[config.mk]
export PLATFORM = sky130hd
export DESIGN_NAME = crc_stream_engine_flat
export DESIGN_NICKNAME = d
export VERILOG_FILES = /design/src/rtl/crc_stream_engine_if.sv /design/src/rtl/crc_stream_engine.sv /design/src/flat_wrapper.sv
export SDC_FILE = /design/constraint.sdc
export NUM_CORES = 1
export LEC_CHECK = 0
export ABC_CLOCK_PERIOD_IN_PS = 6800
export CAP_MARGIN = 20
export CORE_MARGIN = 10
export CORE_UTILIZATION = 40
export DETAILED_ROUTE_END_ITERATION = 12
export PLACE_DENSITY = 0.71
export SETUP_SLACK_MARGIN = 0.1
export SLEW_MARGIN = 20
export SYNTH_ARGS = -nofsm -noshare
export SYNTH_HDL_FRONTEND = slang
export SYNTH_SLANG_ARGS = --single-unit
[constraint.sdc]
create_clock -name clk -period 6.8 [get_ports clk]
set_input_delay 1.02 -clock clk [delete_from_list [all_inputs] [get_ports clk]]
set_output_delay 1.02 -clock clk [all_outputs]
set_load 0.1 [all_outputs]
[src/rtl/crc_stream_engine_if.sv]
// Stream and control bundle for the CRC engine: configuration, word stream
// handshake and result. The master drives the message; the engine is the slave.
interface crc_stream_engine_if #(
    parameter int DATA_WIDTH = 32
);
    localparam int NB = DATA_WIDTH / 8;
    localparam int CW = $clog2(NB) + 1;

    logic                  start;
    logic                  abort;
    logic [1:0]            cfg_width;
    logic [31:0]           cfg_poly;
    logic [31:0]           cfg_init;
    logic [31:0]           cfg_xorout;
    logic                  cfg_refin;
    logic                  cfg_refout;
    logic                  in_valid;
    logic                  in_ready;
    logic [DATA_WIDTH-1:0] in_data;
    logic                  in_last;
    logic [CW-1:0]         in_bytes;
    logic                  busy;
    logic                  crc_valid;
    logic [31:0]           crc_out;

    modport master (
        output start, abort, cfg_width, cfg_poly, cfg_init, cfg_xorout,
        output cfg_refin, cfg_refout, in_valid, in_data, in_last, in_bytes,
        input  in_ready, busy, crc_valid, crc_out
    );

    modport slave (
        input  start, abort, cfg_width, cfg_poly, cfg_init, cfg_xorout,
        input  cfg_refin, cfg_refout, in_valid, in_data, in_last, in_bytes,
        output in_ready, busy, crc_valid, crc_out
    );
endinterface

[src/rtl/crc_stream_engine.sv]
// Streaming CRC engine: configurable width/poly/init/reflection/xorout,
// one byte folded per clock, one-cycle result strobe on completion.
module crc_stream_engine #(
    parameter int DATA_WIDTH = 32
) (
    input logic                clk,
    input logic                rst,
    crc_stream_engine_if.slave bus
);
    localparam int NB = DATA_WIDTH / 8;
    localparam int CW = $clog2(NB) + 1;

    typedef enum logic [1:0] {
        ST_IDLE  = 2'd0,
        ST_RUN   = 2'd1,
        ST_FINAL = 2'd2
    } state_t;

    state_t                state_q, state_d;
    logic [1:0]            width_q, width_d;
    logic [31:0]           poly_q, poly_d;
    logic [31:0]           xorout_q, xorout_d;
    logic                  refin_q, refin_d;
    logic                  refout_q, refout_d;
    logic [31:0]           crc_q, crc_d;
    logic [DATA_WIDTH-1:0] buf_q, buf_d;
    logic [CW-1:0]         count_q, count_d;
    logic                  last_q, last_d;
    logic [31:0]           crc_out_q, crc_out_d;
    logic                  crc_valid_q, crc_valid_d;
    logic                  ready_s;
    logic                  xfer_s;
    logic [CW-1:0]         tail_bytes_s;

    // Low-W-bit mask; the reserved width code behaves as CRC-32.
    function automatic logic [31:0] width_mask(input logic [1:0] w);
        logic [31:0] m;
        case (w)
            2'd0:    m = 32'h0000_00FF;
            2'd1:    m = 32'h0000_FFFF;
            default: m = 32'hFFFF_FFFF;
        endcase
        return m;
    endfunction

    function automatic logic [31:0] top_bit(input logic [1:0] w);
        logic [31:0] t;
        case (w)
            2'd0:    t = 32'h0000_0080;
            2'd1:    t = 32'h0000_8000;
            default: t = 32'h8000_0000;
        endcase
        return t;
    endfunction

    function automatic logic [7:0] bitrev8(input logic [7:0] v);
        logic [7:0] r;
        for (int i = 0; i < 8; i++) r[i] = v[7 - i];
        return r;
    endfunction

    // Reverse the low W bits, result right-aligned.
    function automatic logic [31:0] bitrev_w(input logic [31:0] v, input logic [1:0] w);
        logic [31:0] r;
        for (int i = 0; i < 32; i++) r[i] = v[31 - i];
        case (w)
            2'd0:    r = r >> 5'd24;
            2'd1:    r = r >> 5'd16;
            default: r = r;
        endcase
        return r;
    endfunction

    // Fold one message byte into the W-bit register, MSB-first.
    function automatic logic [31:0] crc_fold(input logic [31:0] crc, input logic [7:0] data,
                                             input logic [1:0] w, input logic [31:0] poly,
                                             input logic refin);
        logic [7:0]  b;
        logic [31:0] r;
        b = refin ? bitrev8(data) : data;
        case (w)
            2'd0:    r = crc ^ {24'd0, b};
            2'd1:    r = crc ^ {16'd0, b, 8'd0};
            default: r = crc ^ {b, 24'd0};
        endcase
        for (int i = 0; i < 8; i++) begin
            if ((r & top_bit(w)) != 32'd0) r = (r << 1) ^ poly;
            else                           r = r << 1;
        end
        return r & width_mask(w);
    endfunction

    function automatic logic [31:0] crc_finalize(input logic [31:0] crc, input logic [1:0] w,
                                                 input logic refout, input logic [31:0] xorout);
        logic [31:0] r;
        r = refout ? bitrev_w(crc, w) : crc;
        return (r ^ xorout) & width_mask(w);
    endfunction

    // A new word is taken only when the byte buffer empties on this edge,
    // which keeps the fold pipeline full across word boundaries.
    assign ready_s      = (state_q == ST_RUN) && !last_q && (count_q <= CW'(1));
    assign xfer_s       = bus.in_valid && ready_s;
    assign tail_bytes_s = (bus.in_bytes > CW'(NB)) ? CW'(NB) : bus.in_bytes;

    assign bus.in_ready  = ready_s;
    assign bus.busy      = (state_q != ST_IDLE);
    assign bus.crc_valid = crc_valid_q;
    assign bus.crc_out   = crc_out_q;

    // Message FSM next state plus buffer, count and CRC register updates.
    always_comb begin
        state_d     = state_q;
        width_d     = width_q;
        poly_d      = poly_q;
        xorout_d    = xorout_q;
        refin_d     = refin_q;
        refout_d    = refout_q;
        crc_d       = crc_q;
        buf_d       = buf_q;
        count_d     = count_q;
        last_d      = last_q;
        crc_out_d   = crc_out_q;
        crc_valid_d = 1'b0;
        case (state_q)
            ST_IDLE: begin
                if (bus.start) begin
                    width_d  = bus.cfg_width;
                    poly_d   = bus.cfg_poly & width_mask(bus.cfg_width);
                    xorout_d = bus.cfg_xorout & width_mask(bus.cfg_width);
                    refin_d  = bus.cfg_refin;
                    refout_d = bus.cfg_refout;
                    crc_d    = bus.cfg_init & width_mask(bus.cfg_width);
                    count_d  = {CW{1'b0}};
                    last_d   = 1'b0;
                    state_d  = ST_RUN;
                end else begin
                    state_d = ST_IDLE;
                end
            end
            ST_RUN: begin
                if (bus.abort) begin
                    count_d = {CW{1'b0}};
                    last_d  = 1'b0;
                    state_d = ST_IDLE;
                end else begin
                    if (count_q != {CW{1'b0}}) begin
                        crc_d   = crc_fold(crc_q, buf_q[7:0], width_q, poly_q, refin_q);
                        buf_d   = buf_q >> 8;
                        count_d = count_q - CW'(1);
                    end else begin
                        crc_d = crc_q;
                    end
                    if (xfer_s) begin
                        if (bus.in_last && (bus.in_bytes == {CW{1'b0}})) begin
                            // Empty tail word: nothing to fold, finish now.
                            count_d = {CW{1'b0}};
                            state_d = ST_FINAL;
                        end else begin
                            buf_d   = bus.in_data;
                            count_d = bus.in_last ? tail_bytes_s : CW'(NB);
                            last_d  = bus.in_last;
                        end
                    end else if (last_q && (count_q == CW'(1))) begin
                        last_d  = 1'b0;
                        state_d = ST_FINAL;
                    end else begin
                        state_d = ST_RUN;
                    end
                end
            end
            ST_FINAL: begin
                if (bus.abort) begin
                    count_d = {CW{1'b0}};
                    last_d  = 1'b0;
                    state_d = ST_IDLE;
                end else begin
                    crc_out_d   = crc_finalize(crc_q, width_q, refout_q, xorout_q);
                    crc_valid_d = 1'b1;
                    state_d     = ST_IDLE;
                end
            end
            default: begin
                state_d = ST_IDLE;
            end
        endcase
    end

    // State and datapath registers with synchronous reset.
    always_ff @(posedge clk) begin
        if (rst) begin
            state_q     <= ST_IDLE;
            width_q     <= 2'd0;
            poly_q      <= 32'd0;
            xorout_q    <= 32'd0;
            refin_q     <= 1'b0;
            refout_q    <= 1'b0;
            crc_q       <= 32'd0;
            buf_q       <= {DATA_WIDTH{1'b0}};
            count_q     <= {CW{1'b0}};
            last_q      <= 1'b0;
            crc_out_q   <= 32'd0;
            crc_valid_q <= 1'b0;
        end else begin
            state_q     <= state_d;
            width_q     <= width_d;
            poly_q      <= poly_d;
            xorout_q    <= xorout_d;
            refin_q     <= refin_d;
            refout_q    <= refout_d;
            crc_q       <= crc_d;
            buf_q       <= buf_d;
            count_q     <= count_d;
            last_q      <= last_d;
            crc_out_q   <= crc_out_d;
            crc_valid_q <= crc_valid_d;
        end
    end
endmodule

[src/flat_wrapper.sv]
// flat-port wrapper written by rule: the top's interface ports become plain ports
module crc_stream_engine_flat 
#(
    parameter int DATA_WIDTH = 32
)
  (clk, rst, bus_start, bus_abort, bus_cfg_width, bus_cfg_poly, bus_cfg_init, bus_cfg_xorout, bus_cfg_refin, bus_cfg_refout, bus_in_valid, bus_in_data, bus_in_last, bus_in_bytes, bus_in_ready, bus_busy, bus_crc_valid, bus_crc_out);
  crc_stream_engine_if #(.DATA_WIDTH(DATA_WIDTH)) bus_i ();
  input logic clk;
  input logic rst;
  input wire logic [$bits(bus_i.start)-1:0] bus_start;
  input wire logic [$bits(bus_i.abort)-1:0] bus_abort;
  input wire logic [$bits(bus_i.cfg_width)-1:0] bus_cfg_width;
  input wire logic [$bits(bus_i.cfg_poly)-1:0] bus_cfg_poly;
  input wire logic [$bits(bus_i.cfg_init)-1:0] bus_cfg_init;
  input wire logic [$bits(bus_i.cfg_xorout)-1:0] bus_cfg_xorout;
  input wire logic [$bits(bus_i.cfg_refin)-1:0] bus_cfg_refin;
  input wire logic [$bits(bus_i.cfg_refout)-1:0] bus_cfg_refout;
  input wire logic [$bits(bus_i.in_valid)-1:0] bus_in_valid;
  input wire logic [$bits(bus_i.in_data)-1:0] bus_in_data;
  input wire logic [$bits(bus_i.in_last)-1:0] bus_in_last;
  input wire logic [$bits(bus_i.in_bytes)-1:0] bus_in_bytes;
  output wire logic [$bits(bus_i.in_ready)-1:0] bus_in_ready;
  output wire logic [$bits(bus_i.busy)-1:0] bus_busy;
  output wire logic [$bits(bus_i.crc_valid)-1:0] bus_crc_valid;
  output wire logic [$bits(bus_i.crc_out)-1:0] bus_crc_out;
  assign bus_i.start = bus_start;
  assign bus_i.abort = bus_abort;
  assign bus_i.cfg_width = bus_cfg_width;
  assign bus_i.cfg_poly = bus_cfg_poly;
  assign bus_i.cfg_init = bus_cfg_init;
  assign bus_i.cfg_xorout = bus_cfg_xorout;
  assign bus_i.cfg_refin = bus_cfg_refin;
  assign bus_i.cfg_refout = bus_cfg_refout;
  assign bus_i.in_valid = bus_in_valid;
  assign bus_i.in_data = bus_in_data;
  assign bus_i.in_last = bus_in_last;
  assign bus_i.in_bytes = bus_in_bytes;
  assign bus_in_ready = bus_i.in_ready;
  assign bus_busy = bus_i.busy;
  assign bus_crc_valid = bus_i.crc_valid;
  assign bus_crc_out = bus_i.crc_out;
  crc_stream_engine #(.DATA_WIDTH(DATA_WIDTH)) u_core (.clk(clk), .rst(rst), .bus(bus_i));
endmodule
## Word-level counts from Yosys, hierarchy flattened

Index checks and enable logic that the tools add are counted.

| storage, ports and cells | value |
|---|---|
| flip-flop bits (word level) | 171 |
| bits of input ports | 141 |
| output and inout bits | 35 |
| logic and storage cells | 168 |

| operators by class | value |
|---|---|
| add/sub/neg operators | 1 |
| order comparisons | 2 |
| equality and inequality tests | 13 |
| muxes and demuxes | 84 |
| bitwise gates (word level) | 27 |
| reductions and logical operators | 29 |

Operator list:

| kind | number |
|---|---|
| 2-to-1 mux 32 bit | 54 |
| bitwise AND 32 bit | 13 |
| case mux 32 bit (2 select lines) | 6 |
| XOR 32 bit | 10 |
| nonzero test 32 bit | 8 |
| XOR 32 x 16 -> 32 bit | 1 |
| XOR 32 x 8 -> 32 bit | 1 |
| 2-to-1 mux 3 bit | 8 |
| case mux 3 bit (3 select lines) | 1 |
| 2-to-1 mux 1 bit | 8 |
| 2-to-1 mux 2 bit | 4 |
| 2-to-1 mux 8 bit | 1 |
| != test 2 bit, second input constant | 4 |
| != test 4 x 3 -> 1 bit, second input constant | 2 |
| != test 4 bit, second input constant | 2 |
| AND reduction 4 bit | 2 |
| == test 2 x 1 -> 1 bit, second input constant | 3 |
| zero test 2 bit | 3 |
| AND reduction 2 bit | 3 |
| nonzero test 3 bit | 2 |
| logical AND 1 bit | 5 |
| AND reduction 5 bit | 1 |
| case mux 2 bit (2 select lines) | 1 |
| nonzero test 2 bit | 2 |
| 10 further kinds | 11 |

## Depth between registers and ports, before layout

| depth | value |
|---|---|
| depth in word-level cells | 58 |
| gate-level depth with buffers | 25 |
| depth with buffers taken out | 19 |

## Worst setup path before layout

Ideal clock, no wire load.

| path | value |
|---|---|
| path kind | register to register |
| from | register u_core.refin_q |
| to | register u_core.crc_q[16] |
| setup time | 103 ps |
| arrival time | 5647 ps |
| required time | 6697 ps |
| slack | 1050 ps |
| stages on the path, launching flop included | 24 |
| path buffers | 4 |
| period minus slack after synthesis | 5750 ps |
| path through | dfxtp_1 -> buf_6 -> mux2_4 -> or3_4 -> a311oi_4 -> nor3_2 -> or4_1 -> nor4bb_1 -> or3_4 -> and2_1 -> buf_2 -> a221oi_2 -> or2_1 -> buf_4 -> or4b_1 -> and4b_1 -> o2111ai_1 -> nor2_1 -> a2111o_1 -> o311ai_4 -> buf_4 -> nand2_1 -> xnor2_1 -> a2111oi_2 |

| on the way | value |
|---|---|
| longest elaborated chain between the ends | 58 |
| elaborated cells on any way between the ends | 68 |
| classes of those cells | mux: 40; bitwise: 20; reduce/logical: 8 |

Ends and longest elaborated chain:

| element | line | text |
|---|---|---|
| start: declaration | crc_stream_engine.sv:23 | `logic refin_q, refin_d;` |
| start signal: assignment | crc_stream_engine.sv:209 | `refin_q <= refin_d;` |
| 2-to-1 mux 8 bit (*) | crc_stream_engine.sv:80 | `b = refin ? bitrev8(data) : data;` |
| XOR 32 x 8 -> 32 bit (tied with other cells) | crc_stream_engine.sv:82 | `2'd0: r = crc ^ {24'd0, b};` |
| case mux 32 bit (2 select lines) (*) | crc_stream_engine.sv:81 | `case (w)` |
| 2-to-1 mux 32 bit (*) | crc_stream_engine.sv:147 | `if (count_q != {CW{1'b0}}) begin` |
| 2-to-1 mux 32 bit (*) | crc_stream_engine.sv:142 | `if (bus.abort) begin` |
| 2-to-1 mux 32 bit (*) | crc_stream_engine.sv:125 | `case (state_q)` |
| bitwise AND 32 bit | crc_stream_engine.sv:87 | `if ((r & top_bit(w)) != 32'd0) r = (r << 1) ^ poly;` |
| nonzero test 32 bit | crc_stream_engine.sv:87 |  |
| (+42 left out) | n/a |  |
| 2-to-1 mux 32 bit (*) | crc_stream_engine.sv:87 |  |
| 2-to-1 mux 32 bit (*) | crc_stream_engine.sv:147 |  |
| 2-to-1 mux 32 bit (*) | crc_stream_engine.sv:142 |  |
| 2-to-1 mux 32 bit (*) | crc_stream_engine.sv:125 |  |
| bitwise AND 32 bit (*) | crc_stream_engine.sv:90 | `return r & width_mask(w);` |
| 2-to-1 mux 32 bit (*) | crc_stream_engine.sv:147 |  |
| 2-to-1 mux 32 bit (*) | crc_stream_engine.sv:142 |  |
| case mux 32 bit (2 select lines) (*) | crc_stream_engine.sv:125 |  |
| end signal: assignment | crc_stream_engine.sv:211 | `crc_q <= crc_d;` |
| end: declaration | crc_stream_engine.sv:25 | `logic [31:0] crc_q, crc_d;` |

Every way passes the cells marked *; elsewhere a longest branch is shown, timed or not. The select of a mux whose other input is x is not followed.
A chain may end at the register's enable or synchronous reset.

## Final worst setup path

| path | value |
|---|---|
| from | register u_core.width_q[1] |
| to | register u_core.crc_q[20] |

| on the way | value |
|---|---|
| longest elaborated chain between the ends | 57 |
| elaborated cells on any way between the ends | 74 |
| classes of those cells | eq/ne: 1; mux: 47; bitwise: 17; reduce/logical: 9 |

Ends and longest elaborated chain:

| element | line | text |
|---|---|---|
| start: declaration | crc_stream_engine.sv:20 | `logic [1:0] width_q, width_d;` |
| start signal: assignment | crc_stream_engine.sv:206 | `width_q <= width_d;` |
| == test 2 x 1 -> 1 bit / zero test 2 bit (equally long branches) | crc_stream_engine.sv:38, crc_stream_engine.sv:48, crc_stream_engine.sv:81 |  |
| case mux 32 bit (2 select lines), on equally long branches | crc_stream_engine.sv:81, crc_stream_engine.sv:48 |  |
| 2-to-1 mux 32 bit | crc_stream_engine.sv:147 |  |
| 2-to-1 mux 32 bit | crc_stream_engine.sv:142 |  |
| 2-to-1 mux 32 bit | crc_stream_engine.sv:125 |  |
| bitwise AND 32 bit | crc_stream_engine.sv:87 |  |
| nonzero test 32 bit | crc_stream_engine.sv:87 |  |
| 2-to-1 mux 32 bit | crc_stream_engine.sv:87 |  |
| (+41 left out) | n/a |  |
| 2-to-1 mux 32 bit | crc_stream_engine.sv:87 |  |
| 2-to-1 mux 32 bit | crc_stream_engine.sv:147 |  |
| 2-to-1 mux 32 bit | crc_stream_engine.sv:142 |  |
| 2-to-1 mux 32 bit | crc_stream_engine.sv:125 |  |
| bitwise AND 32 bit (*) | crc_stream_engine.sv:90 |  |
| 2-to-1 mux 32 bit (*) | crc_stream_engine.sv:147 |  |
| 2-to-1 mux 32 bit (*) | crc_stream_engine.sv:142 |  |
| case mux 32 bit (2 select lines) (*) | crc_stream_engine.sv:125 |  |

Marks and branches as above.

==> flow_metrics.tcl <==
set metrics [dict create \
    fin_crit_ns 6.385 \
    drtIter0Drc 1517 \
    clock-root-buffer "clkbuf_16" \
    peakVddDrop_mv 0.1447 \
    vias_per_cell 5.727 \
    worstPathArrival_ns 6.73 \
    hpwl_um 36830 \
    ff2ff_path_depth 24 \
    cp.required_ns 7.15 \
    dr.pass1.iters 6 \
    power.density_nw_per_um2 205.6 \
    status "finished, final reports clean" \
    grt_max_degree 92 \
    clkSinkCount 171 \
    ys_seq_elements 171 \
    nets 2041 \
    regArea_um2 3427 \
    worstSkewPairLatency_ns 0.45 \
    syn_nets 1948 \
    place_area_um2 15370 \
    drtAntennaViolNets 0 \
    vias 13470 \
    synth_edf_count 0 \
    slew_violations 0 \
    globalRoute.totalOverflow 0 \
    clk_path_buf_depth 2 \
    crit_path_start_kind "flip-flop" \
    max-cap-violations 0 \
    grtUsageTotal_pct 23.65 \
    synthCells 1804 \
    setup_viol 0 \
    timing.rr.end "u_core.crc_q[20]" \
    h-tree-depth 4 \
    clk_pin_slew_ns 0.08 \
    synth_common_cells "nand2_1, xnor2_1, nor2_1" \
    num_rows 66 \
    hold_class "flip-flop to flip-flop" \
    ys_seq_area_share_pct 25.86 \
    hold_ws_ns 0.4652 \
    clock_skew_ns 0.01054 \
    hold_violations 0 \
    fill_cells 3153 \
    hp-start "u_core.xorout_q[26]" \
    fp.dieH_um 201.9 \
    rrSetupSlack_ns 0.41 \
    drive_gt1_share_pct 8.586 \
    die-area_um2 40780 \
    static-leakage-power_nw 5.409 \
    synth-adder-area-share_pct 0.2835 \
    clock.fmax_ghz 0.1566 \
    port_buffers 175 \
    fp.coreArea_um2 32620 \
    synth_most_common_cell "nand2_1" \
    rsz0062_at_grt "no" \
    setup-tns-final_ns 0 \
    hold-path-endpoint "u_core.xorout_q[26]" \
    cts_tree "yes" \
    drc_errors 0 \
    num_antenna_cells 0 \
    ios 176 \
    area_delta_synth_final_pct 21.37 \
    ys.flop_type "dfxtp_1" \
    synth_warnings 0 \
    synth_compound_area_share_pct 20.80 \
    synth_top_area_share_pct 25.86 \
    multi_input_area_um2 9175 \
    r2r_start "u_core.width_q[1]" \
    synth_largest_area_cell "dfxtp_1" \
    yosys.area_share.xor_xnor_pct 19.08 \
    worst_pin_slew_ns 1.040 \
    synth_mux_area_share_pct 4.451 \
    end_kind "flip-flop" \
    die_w_um 201.9 \
    hold_depth 2 \
    ys_top_cells_by_area "dfxtp_1, xnor2_1, nand2_1" \
    syn_area_um2 13240 \
    wl_um 49920 \
    syn_area_per_cell_um2 7.339 \
    fin_crit_sh_pct 93.90 \
    gp_congestion 0.9813 \
    critPathKind "flip-flop to flip-flop" \
    grt_pass1_vias 12830 \
    yosysUniqueCellTypes 87 \
    slew_headroom_pct 30.44 \
    async_flop_share_pct 0 \
    cts_made_buffers 17 \
    start_util_pct 40.59 \
    synth-simple-area-share_pct 24.35 \
    synth_top_family_by_area "simple AND/OR/NAND/NOR gates" \
    antenna_found_initial 0 \
    fin_area_um2 16070 \
    cp_max_fo 19 \
    wl_per_cell_um 21.22 \
    grt_pass1_wl_um 76790 \
]
## stage by stage
stage / power, mW / utilization, % / std cells / setup slack, ns
after floorplan: 1.857 / - / 1804 / 1.050
after global placement: 2.203 / 47.12 / 2318 / 0.4978
after detailed placement: 2.212 / 47.13 / 2318 / 0.4006
after CTS: 3.281 / 49.08 / 2350 / 0.3751
after global routing: 3.431 / 49.26 / 2352 / 0.1782
final: 3.304 / 49.26 / 2352 / 0.4147
## per-layer routing
layer / up-vias / wire length, µm / GRT usage [%]
met5: - / 0 / 0
met4: 0 / 2130 / 10.09
met3: 103 / 3808 / 4.750
met2: 603 / 23580 / 39.01
met1: 6365 / 20400 / 29.35
li1: 6399 / - / -
## worst max path at each step
stage / start / to / cells past startpoint
2_1_floorplan: u_core.refin_q / u_core.crc_q[16] / 23
6_report: u_core.width_q[1] / u_core.crc_q[20] / 24
5_1_grt: u_core.refin_q / u_core.crc_q[23] / 23
4_1_cts: u_core.refin_q / u_core.crc_q[24] / 21
3_3_place_gp: u_core.refin_q / u_core.crc_q[16] / 21
3_5_place_dp: u_core.refin_q / u_core.crc_q[24] / 21
## cell type report
type | instances | area share [%]
clock inverters | 14 | 1.238
clock buffers | 18 | 2.733
repair buffers | 231 | 13.84
multi-input cells | 1462 | 57.10
inverters | 14 | 0.3270
flip-flops and latches | 171 | 21.33
well taps | 442 | 3.442
## worst max-delay path, cell delays in order (launching register included)
cell	delay, ns
dfxtp_1	0.35
buf_4	0.28
nand2b_1	0.35
buf_4	0.23
nor2_1	0.07
xnor2_1	0.33
xnor2_1	0.22
a2111oi_4	0.52
nor4bb_1	0.15
or3_1	0.41
a31oi_2	0.27
xor2_1	0.25
o221ai_2	0.15
buf_4	0.23
or4b_1	0.46
and4b_1	0.22
o2111ai_1	0.08
nor2_1	0.13
a2111o_1	0.47
o311ai_4	0.11
buf_12	0.17
buf_4	0.19
nand2_1	0.10
xnor2_1	0.17
a2111oi_2	0.36
## where the power goes
part           leakage [nW]  switching [mW]  internal (mW)
Clock                 0.313           0.473          0.605
Combinational          3.70           0.626          0.463
Sequential             1.39          0.0922           1.04
Total                  5.41            1.19           2.11
## logic make-up after synthesis
kind of cell | after synthesis
AND/OR/NAND/NOR | 740
AO/OA/AOI/OAI | 378
XOR/XNOR | 286
buffers and inverters | 171
flip-flops | 171
multiplexers | 55
adder cells (fa/ha/maj) | 3
## cell usage in the layout, fill, tap and decap left out, types with 5 or more instances in the layout
cell             instances
o211ai_1                11
o21ai_1                  8
or2_2                    9
or4_1                    7
nand2b_1                 8
nand3_1                 68
mux2i_1                 47
nand4_1                  9
dfxtp_1                168
nand2_1                363
clkbuf_16               17
nor4_1                  23
inv_1                   14
and2_1                   6
inv_6                    6
a2111oi_2               23
a222oi_1                13
o21ai_0                 30
nor3_1                  13
o211a_1                 10
a2111oi_0                8
or3_1                   12
nor2_1                 181
a31oi_1                  5
buf_4                   52
and3_1                   8
xor2_1                  45
a211oi_1                 7
a22oi_1                 41
xnor2_1                236
clkdlybuf4s50_1        174
a21oi_1                161
## flip-flops by register name, summed over array words and instances (netlist names), 2 cells and up
signal / flops
u_core.state_q: 2
u_core.width_q: 2
u_core.bus.crc_out: 32
u_core.poly_q: 32
u_core.xorout_q: 32
u_core.count_q: 3
u_core.buf_q: 32
u_core.crc_q: 32
## timing repair
| action | 4_1_cts | 5_1_grt |
|---|---|---|
| hold endpoints to repair | 0 | 0 |
| resized for setup | 0 | 7 |
| setup endpoints to repair | 0 | 30 |
| hold buffers | 0 | 0 |
| buffers inserted | 0 | 2 |
No activity file was read; power rests on OpenSTA's default activity.
